**config.mk**
```make
export PLATFORM = sky130hd
export DESIGN_NAME = pipe_out_arbiter
export DESIGN_NICKNAME = d
export VERILOG_FILES = /design/src/rtl/pipe_arb_pkg.sv /design/src/rtl/rr_priority_pick.sv /design/src/rtl/pipe_out_arbiter.sv
export SDC_FILE = /design/constraint.sdc
export NUM_CORES = 1
export LEC_CHECK = 0
export ABC_AREA = 1
export CORE_ASPECT_RATIO = 0.6
export CORE_MARGIN = 2
export CORE_UTILIZATION = 42
export DETAILED_ROUTE_END_ITERATION = 16
export GPL_ROUTABILITY_DRIVEN = 0
export PLACE_DENSITY_LB_ADDON = 0.12
export SLEW_MARGIN = 20
export SYNTH_ARGS = -nofsm -noshare
export SYNTH_HDL_FRONTEND = slang
export SYNTH_SLANG_ARGS = --single-unit
```
**constraint.sdc**
```tcl
create_clock -name clk -period 5.12 [get_ports clk]
set_clock_uncertainty 0.15 [all_clocks]
set_input_delay 0.512 -clock clk [delete_from_list [all_inputs] [get_ports clk]]
set_output_delay 0.512 -clock clk [all_outputs]
set_load 0.03 [all_outputs]
```
**src/rtl/pipe_arb_pkg.sv**
```systemverilog
// Shared types and the round-robin helper for the pipe endpoint arbiters.
package pipe_arb_pkg;

    localparam int SRC_IDX_W = 3;
    localparam int MAX_SRC   = 1 << SRC_IDX_W;

    typedef enum logic [1:0] {IDLE, ARB, READY, XFER} arb_state_e;

    typedef struct packed {
        logic                 valid;
        logic [SRC_IDX_W-1:0] idx;
    } rr_pick_t;

    // First eligible index at or after ptr, wrapping modulo n_src. Walking k
    // downwards lets the smallest rotation distance win without a found flag.
    function automatic rr_pick_t rr_pick(input logic [MAX_SRC-1:0] eligible,
                                         input logic [SRC_IDX_W-1:0] ptr,
                                         input int n_src);
        rr_pick_t pick;
        int       j;
        pick = '0;
        for (int k = MAX_SRC - 1; k >= 0; k--) begin
            if (k < n_src) begin
                j = int'(ptr) + k;
                if (j >= n_src) j = j - n_src;
                if (eligible[j[SRC_IDX_W-1:0]]) begin
                    pick.valid = 1'b1;
                    pick.idx   = SRC_IDX_W'(j);
                end
            end
        end
        return pick;
    endfunction

endpackage

```
**src/rtl/rr_priority_pick.sv**
```systemverilog
// Combinational rotate / find-first / unrotate picker over N_SRC requesters.
module rr_priority_pick
    import pipe_arb_pkg::*;
#(
    parameter int N_SRC = 4
) (
    input  logic [N_SRC-1:0]     req,
    input  logic [SRC_IDX_W-1:0] ptr,
    output logic                 grant_valid,
    output logic [SRC_IDX_W-1:0] grant_idx
);

    rr_pick_t pick;

    assign pick        = rr_pick(MAX_SRC'(req), ptr, N_SRC);
    assign grant_valid = pick.valid;
    assign grant_idx   = pick.idx;

endmodule

```
**src/rtl/pipe_out_arbiter.sv**
```systemverilog
// Shares one block-throttled pipe-out endpoint between N_SRC FWFT source FIFOs,
// granting whole blocks in round-robin order.
module pipe_out_arbiter
    import pipe_arb_pkg::*;
#(
    parameter int N_SRC     = 4,
    parameter int DATA_W    = 16,
    parameter int BLOCK_LEN = 256,
    parameter int CNT_W     = 11
) (
    input  logic                    clk,
    input  logic                    reset_n,
    input  logic                    enable,
    input  logic [N_SRC*CNT_W-1:0]  src_count,
    input  logic [N_SRC*DATA_W-1:0] src_data,
    output logic [N_SRC-1:0]        src_rd,
    input  logic                    ep_read,
    input  logic                    ep_blockstrobe,
    output logic                    ep_ready,
    output logic [DATA_W-1:0]       ep_datain,
    output logic [2:0]              cur_src,
    output logic                    underrun,
    output logic [15:0]             blocks_sent
);

    localparam int                WCNT_W    = (BLOCK_LEN > 2) ? $clog2(BLOCK_LEN) : 1;
    localparam logic [WCNT_W-1:0] LAST_WORD = WCNT_W'(BLOCK_LEN - 1);

    arb_state_e           state_q, state_d;
    logic [SRC_IDX_W-1:0] ptr_q, ptr_d;
    logic [SRC_IDX_W-1:0] cur_src_q, cur_src_d;
    logic [WCNT_W-1:0]    word_cnt_q, word_cnt_d;
    logic                 ep_ready_q, ep_ready_d;
    logic                 underrun_q, underrun_d;
    logic [15:0]          blocks_sent_q, blocks_sent_d;

    logic [N_SRC-1:0]     eligible;
    logic                 pick_valid;
    logic [SRC_IDX_W-1:0] pick_idx;
    logic [DATA_W-1:0]    sel_data;

    // Both sides widened to 32 bits so the compare is unsigned at full CNT_W width.
    always_comb begin
        for (int i = 0; i < N_SRC; i++) begin
            eligible[i] = 32'(src_count[i*CNT_W +: CNT_W]) >= 32'(BLOCK_LEN);
        end
    end

    rr_priority_pick #(.N_SRC(N_SRC)) u_pick (
        .req         (eligible),
        .ptr         (ptr_q),
        .grant_valid (pick_valid),
        .grant_idx   (pick_idx)
    );

    // NOTE: every flop, including the counters, gets a defined reset value;
    // a mid-block reset simply abandons the block.
    always_ff @(posedge clk or negedge reset_n) begin
        if (!reset_n) begin
            state_q       <= IDLE;
            ptr_q         <= '0;
            cur_src_q     <= '0;
            word_cnt_q    <= '0;
            ep_ready_q    <= 1'b0;
            underrun_q    <= 1'b0;
            blocks_sent_q <= '0;
        end else begin
            // NOTE: non-blocking assignments so every flop samples pre-edge values.
            state_q       <= state_d;
            ptr_q         <= ptr_d;
            cur_src_q     <= cur_src_d;
            word_cnt_q    <= word_cnt_d;
            ep_ready_q    <= ep_ready_d;
            underrun_q    <= underrun_d;
            blocks_sent_q <= blocks_sent_d;
        end
    end

    always_comb begin
        // NOTE: hold defaults first so no path through the case leaves a latch.
        state_d       = state_q;
        ptr_d         = ptr_q;
        cur_src_d     = cur_src_q;
        word_cnt_d    = word_cnt_q;
        ep_ready_d    = ep_ready_q;
        blocks_sent_d = blocks_sent_q;
        underrun_d    = underrun_q | (ep_read & (state_q != XFER));

        case (state_q)
            IDLE: begin
                if (enable) state_d = ARB;
            end
            ARB: begin
                if (!enable) begin
                    state_d = IDLE;
                end else if (pick_valid) begin
                    cur_src_d  = pick_idx;
                    ep_ready_d = 1'b1;
                    state_d    = READY;
                end
            end
            // Enable is deliberately ignored here: an offered block is honoured.
            READY: begin
                if (ep_blockstrobe) begin
                    word_cnt_d = '0;
                    state_d    = XFER;
                end
            end
            XFER: begin
                if (ep_read) begin
                    if (word_cnt_q == LAST_WORD) begin
                        ep_ready_d    = 1'b0;
                        blocks_sent_d = blocks_sent_q + 16'd1;
                        ptr_d         = (cur_src_q == SRC_IDX_W'(N_SRC - 1)) ? '0
                                                                             : cur_src_q + 1'b1;
                        state_d       = enable ? ARB : IDLE;
                    end else begin
                        word_cnt_d = word_cnt_q + 1'b1;
                    end
                end
            end
            default: state_d = IDLE;
        endcase
    end

    always_comb begin
        sel_data = '0;
        for (int i = 0; i < N_SRC; i++) begin
            if (cur_src_q == SRC_IDX_W'(i)) sel_data = src_data[i*DATA_W +: DATA_W];
        end
    end

    // Stray reads outside XFER are neither forwarded nor given data.
    always_comb begin
        for (int i = 0; i < N_SRC; i++) begin
            src_rd[i] = (state_q == XFER) && (cur_src_q == SRC_IDX_W'(i)) && ep_read;
        end
        ep_datain = '0;
        if (state_q == XFER || (state_q == READY && !ep_read)) ep_datain = sel_data;
    end

    assign ep_ready    = ep_ready_q;
    assign cur_src     = cur_src_q;
    assign underrun    = underrun_q;
    assign blocks_sent = blocks_sent_q;

endmodule

```
==> results of run 1 <==
## cells in the final DEF (no fill, tap or decap), types with 3 or more instances in the layout
cell type / n
clkbuf_8: 5
nand2_1: 110
a21oi_1: 10
ha_1: 8
nor2_1: 22
nor3_1: 6
nand3_2: 3
nand3_1: 41
clkdlybuf4s50_1: 121
xnor2_1: 5
dfrtp_1: 34
inv_2: 3
inv_1: 39
nand4_1: 6
a31oi_1: 16
o21ai_0: 48
xor2_1: 11
## cell families after synthesis
kind of cell             Yosys count
adder cells (fa/ha/maj)            8
AND/OR/NAND/NOR                  203
XOR/XNOR                          16
flip-flops                        34
AO/OA/AOI/OAI                     80
buffers and inverters             55
## worst min path at each step
stage                                             to  depth (start not counted)
after floorplan           asynchronous set/reset pin                          0
after global placement                      underrun                          1
after detailed placement                    underrun                          1
after CTS                              word_cnt_q[6]                          1
after global routing                   word_cnt_q[6]                          1
final                                       underrun                          1
## worst max-delay path, delay by kind of cell (launching register included)
| kind | cells | cell delay (ns) |
|---|---|---|
| buffers and inverters | 2 | 1.17 |
| AND/OR/NAND/NOR | 1 | 0.80 |
| AO/OA/AOI/OAI | 2 | 0.58 |
| flip-flops | 1 | 0.41 |
## layout make-up
type / count / share of cell area
clock buffer: 6 / 0.0178
clock inverter: 1 / 0.00184
inverter: 43 / 0.0396
multi-input combinational: 307 / 0.405
sequential: 34 / 0.209
tap: 84 / 0.0258
timing repair buffer: 123 / 0.301
## sequential cells by signal (all words and copies together), names as in the netlist, named ones only
signal,count
blocks_sent,16
word_cnt_q,8
cur_src,3
ptr_q,3
ep_ready,1
state_q,1
underrun,1
## routing by layer
metal  wire length (um)  track usage  vias to the layer above  part of all wire
li1                   -            -                     1560                 -
met1               3990        0.336                     1308              0.50
met2               3250        0.310                      113              0.41
met3                643       0.0690                        6             0.081
met4                 36       0.0353                        0            0.0045
met5                  0            0                        -                 0
## power breakdown
group / leakage, nW / internal, mW / total [mW] / switching [mW]
logic: 1.35 / 0.323 / 0.861 / 0.538
registers: 0.429 / 0.307 / 0.345 / 0.0386
clock network: 0.0373 / 0.0932 / 0.188 / 0.0949
total: 1.82 / 0.723 / 1.39 / 0.671
## stage by stage
step | hold slack, ns | total power, mW | std cells | utilization
6_report | 0.349 | 1.39 | 598 | 0.661
5_1_grt | 0.377 | 1.51 | 598 | 0.661
4_1_cts | 0.356 | 1.40 | 598 | 0.660
3_5_place_dp | 0.335 | 1.21 | 591 | 0.647
3_3_place_gp | 0.320 | 1.19 | 591 | 0.647
2_1_floorplan | 0.0664 | 0.890 | 396 | -
==> results.txt, run 1 <==
Outcome -> complete, no violations
Compound-Gate Fraction of Synth Area -> 0.161
Mux cell area share after synthesis -> 0
Syn_nets -> 517
EDFF count, synth -> 0
Grt ovf -> 0
HPWL after detailed placement -> 6.22 mm
Synth area leaders -> dfrtp_1 31%, nand2_1 15%, o21ai_0 8.9%
Ports -> 154
Vias in the first global route -> 2538
Slowest CP cell -> nand2_1
Cell Pwr Density -> 342 nW/um2
Path depth of the worst reg2reg path -> 4
Routed via count -> 2987
HP Class -> reg -> reg
Crit end category -> primary output
Diodes inserted -> 0
Synth area leader -> dfrtp_1
Total core area -> 6170 um2
Routed vias/inst -> 4.99
Die Width -> 108 um
GRT Util Overall -> 0.222
Asr flop ratio synth -> 1.00
CTS sink cnt -> 34
Flops & latches, synth -> 34
Crit path required time -> 4.46 ns
Dpl cell area -> 3990 um2
Final Critical Period -> 3.90 ns
Clk buf depth -> 2
Setup TNS -> 0 ns
Share of layout cells above drive strength 1 -> 0.0525
Post-Syn Instances -> 396
Clock Pin Slew Worst Setup and Hold Paths -> 0.07 ns
Worst r2r dst -> ptr_q[1]
Layout Area Growth over Synthesis -> 50.6%
Final hold vios -> 0
Synthesized area -> 2700 um2
Post-synthesis simple-gate area fraction -> 0.358
Port Buf Inserts -> 121
Syn avg cell area -> 6.83 um2
Filler cells -> 531
WL final -> 7.92 mm
Initial Util -> 0.439
Htree depth -> 2
Yosys warns -> 0
Finish-stage setup viols -> 0
End point of the critical path -> ep_datain[10]
Final Net Count -> 635
FF-to-FF Start -> cur_src[2]
Critical path class -> reg -> out
CTS Buf Count -> 5
Multi-input gate area -> 1650 um2
Leakage -> 1.82 nW
Post-route ant nets -> 0
Drc violations -> 0
Final period utilization -> 0.762
Worst hold path startpoint -> underrun
Initial antenna violation count -> 0
Post-Place Worst Slack -> 1.43 ns
Resized cells post-CTS -> 0
Root Buffer Master -> clkbuf_8
Die Y -> 66.2 um
Reg-to-reg setup timing slack -> 2.73 ns
WP data arrival -> 3.24 ns
Top-area cell type share of the netlist area -> 0.315
FF/Latch Area -> 851 um2
Largest net degree at the start of global routing -> 36
Drt wl/cell -> 13.2 um
Max-cap violations -> 0
Largest family of logic cells by synthesized area -> simple AND/OR/NAND/NOR gates
Final instance area -> 4070 um2
Worst setup margin -> 1.22 ns
First-pass GRT wire length -> 12.4 mm
Count leader, synth -> nand2_1
Maximum VDD drop -> 0.182 mV
TritonCTS clock tree -> done
Number of DRC markers in iteration 0 -> 192
Critical Path Max Stage Delay -> 0.80 ns
CP Cell Sequence -> inv_1 -> nand2_1 -> o21ai_0 -> a31oi_1 -> clkdlybuf4s50_1
Worst slew pin tran -> 1.03 ns
Fin. max-slew vios -> 0
Rows -> 22
Register area share after synthesis -> 0.315
Pre-antenna DRT Iters -> 5
Origin of the worst setup path -> cur_src[2]
CP Launch Type -> register
Top post-synthesis cells by count -> 110 x nand2_1, 48 x o21ai_0, 41 x nand3_1
Netlist cell types -> 34
Clock latency on the worst-skew pair -> 0.28 ns
Xor/xnor cell area share of the yosys netlist -> 0.0518
Hold_buf cts -> 0
Die ar. -> 7120 um2
Max Fanout on Critical Path -> 35
RSZ-0062 raised after global routing -> no
Relative slew slack -> 0.308
Post-CTS setup buffers -> 0
Commonest register cell after synthesis -> dfrtp_1
Fmax -> 256 MHz
Post-Synth Adder-Cell Area -> 0.0370
Note: power is estimated with default switching activity, not from simulation.
==> inputs of run 2 (changes only) <==
--- a/config.mk
+++ b/config.mk
@@ -8,7 +8,7 @@
 export ABC_AREA = 1
 export CORE_ASPECT_RATIO = 0.6
 export CORE_MARGIN = 2
-export CORE_UTILIZATION = 42
+export CORE_UTILIZATION = 35
 export DETAILED_ROUTE_END_ITERATION = 16
 export GPL_ROUTABILITY_DRIVEN = 0
 export PLACE_DENSITY_LB_ADDON = 0.12
==> constraint.sdc (replaced) <==
create_clock -name clk -period 3.5 [get_ports clk]
set_clock_uncertainty 0.15 [all_clocks]
set_input_delay 0.35 -clock clk [delete_from_list [all_inputs] [get_ports clk]]
set_output_delay 0.35 -clock clk [all_outputs]
set_load 0.03 [all_outputs]
==> run 2 against run 1 <==
Net effect: worst setup slack got worse by 0.91 ns; core utilization fell by 9.3 points; via count is 3.0% higher; clock power grew 140%; global-route usage down 2.2 points; critical path type unchanged; largest power group unchanged.
==> results.txt, run 2 (synthesized netlist as in run 1, its figures left out) <==
TritonCTS clock tree -> done
Htree depth -> 2 (unchanged)
WL final -> 8.59 mm (+8.5%)
RSZ-0062 raised after global routing -> no
Finish-stage setup viols -> 0 (unchanged)
Leakage -> 1.89 nW (+4.2%)
Clock latency on the worst-skew pair -> 0.28 ns (about the same)
Grt ovf -> 0 (unchanged)
Final Net Count -> 641 (+0.94%)
Crit path required time -> 3.00 ns (-1.46 ns)
HP Class -> reg -> reg
Routed vias/inst -> 4.92 (-1.5%)
Max Fanout on Critical Path -> 24 (-31%)
Initial Util -> 0.366 (-0.0725)
Maximum VDD drop -> 0.279 mV (+53%)
Max-cap violations -> 0 (unchanged)
First-pass GRT wire length -> 14.0 mm (+13%)
Hold_buf cts -> 0 (unchanged)
Drc violations -> 0 (unchanged)
Worst setup margin -> 0.311 ns (-0.906 ns)
Port Buf Inserts -> 121 (unchanged)
Relative slew slack -> 0.481 (+0.173)
Die ar. -> 8470 um2 (+19%)
Outcome -> complete, no violations
GRT Util Overall -> 0.200 (-0.0218)
HPWL after detailed placement -> 6.76 mm (+8.7%)
Share of layout cells above drive strength 1 -> 0.0768 (+0.0242)
Root Buffer Master -> clkbuf_16
Crit end category -> primary output
Multi-input gate area -> 1650 um2 (-0.23%)
Layout Area Growth over Synthesis -> 54.9%
Total power draw -> 2.22 mW (+59%)
FF/Latch Area -> 851 um2 (unchanged)
WP data arrival -> 2.69 ns (-0.55 ns)
Ports -> 154 (unchanged)
Final period utilization -> 0.911
Initial antenna violation count -> 0 (unchanged)
Most frequent cells in the layout -> 114 x clkdlybuf4s50_1, 110 x nand2_1, 48 x o21ai_0
CTS sink cnt -> 34 (unchanged)
Number of DRC markers in iteration 0 -> 163 (-15%)
Fin. max-slew vios -> 0 (unchanged)
Largest net degree at the start of global routing -> 35 (-2.8%)
Final hold vios -> 0 (unchanged)
Clock Pin Slew Worst Setup and Hold Paths -> 0.06 ns (about the same)
Total core area -> 7390 um2 (+20%)
Cell Pwr Density -> 531 nW/um2 (+55%)
Die Y -> 72.1 um (+9.0%)
CTS Buf Count -> 5 (unchanged)
Hold WS -> 0.325 ns (-0.0239 ns)
Resized cells post-CTS -> 0 (unchanged)
Critical path class -> reg -> out
Worst slew pin tran -> 0.776 ns (-0.259 ns)
CP Launch Type -> register
Post-CTS setup buffers -> 0 (unchanged)
Routed via count -> 3076 (+3.0%)
Setup TNS -> 0 ns (unchanged)
Fmax -> 314 MHz
Filler cells -> 724 (+36%)
Clk buf depth -> 2 (unchanged)
Post-Place Worst Slack -> 0.616 ns (-0.818 ns)
Post-route ant nets -> 0 (unchanged)
Pre-antenna DRT Iters -> 5 (unchanged)
Diodes inserted -> 0 (unchanged)
Rows -> 24 (+9.1%)
Final Critical Period -> 3.19 ns
Vias in the first global route -> 2856 (+13%)
Max FFs per register -> 16 (unchanged)
Commonest non-fill, non-tap cell in the layout -> clkdlybuf4s50_1
Die Width -> 117 um (+9.2%)
Drt wl/cell -> 13.8 um (+3.8%)
[run 2: cell count changes in the layout (fill, tap and decap cells not counted), sizes merged]
| cell | delta |
|---|---|
| clkbuf | +1 |
| clkdlybuf4s50 | -7 |
| clkinvlp | -1 |
| buf | +13 |
| clkinv | +1 |
[run 2: path summary, 6_finish.rpt]
kind                            startpoint         endpoint  slack, ns  cells after the start
worst min-delay path              ep_ready         ep_ready       0.32                      2
max in group asynchronous          reset_n  blocks_sent[10]       2.55                      2
min in group asynchronous          reset_n   blocks_sent[0]       0.34                      2
worst min register to register    ep_ready         ep_ready       0.32                      2
worst max-delay path            cur_src[2]        src_rd[3]       0.31                      5
worst max register to register    ptr_q[0]       cur_src[0]       1.30                     10
[run 2: layout make-up]
cell class,instances,share of cell area
clock inverters,1,0.00119
inverters,43,0.0385
multi-input cells,307,0.393
well taps,104,0.0311
clock buffers,7,0.0341
repair buffers,129,0.299
flip-flops and latches,34,0.203
[run 2: power breakdown]
part / internal (mW) / total, mW / switching, mW
sequential: 0.449 / 0.509 / 0.0596
combinational: 0.482 / 1.27 / 0.789
clock: 0.282 / 0.443 / 0.161
[run 2: critical path: stages, from the launching register on]
cell and delay (ns):
dfrtp_1 0.40, inv_1 0.29, nand2_1 0.55, buf_4 0.36
nor2_1 0.10, clkdlybuf4s50_1 0.69
[run 2: stage by stage]
step / std cells / cell area, um2 / utilization
after floorplan: 396 / 2700 / -
after CTS: 625 / 4190 / 0.567
after global placement: 617 / 4040 / 0.547
final: 625 / 4190 / 0.567
after detailed placement: 617 / 4040 / 0.547
after global routing: 625 / 4190 / 0.567
[run 2: per-layer routing]
layer	GRT usage	share of wire
met1	0.294	0.51
met2	0.318	0.44
met3	0.0425	0.054
met4	0.0174	0.0012
met5	0	0
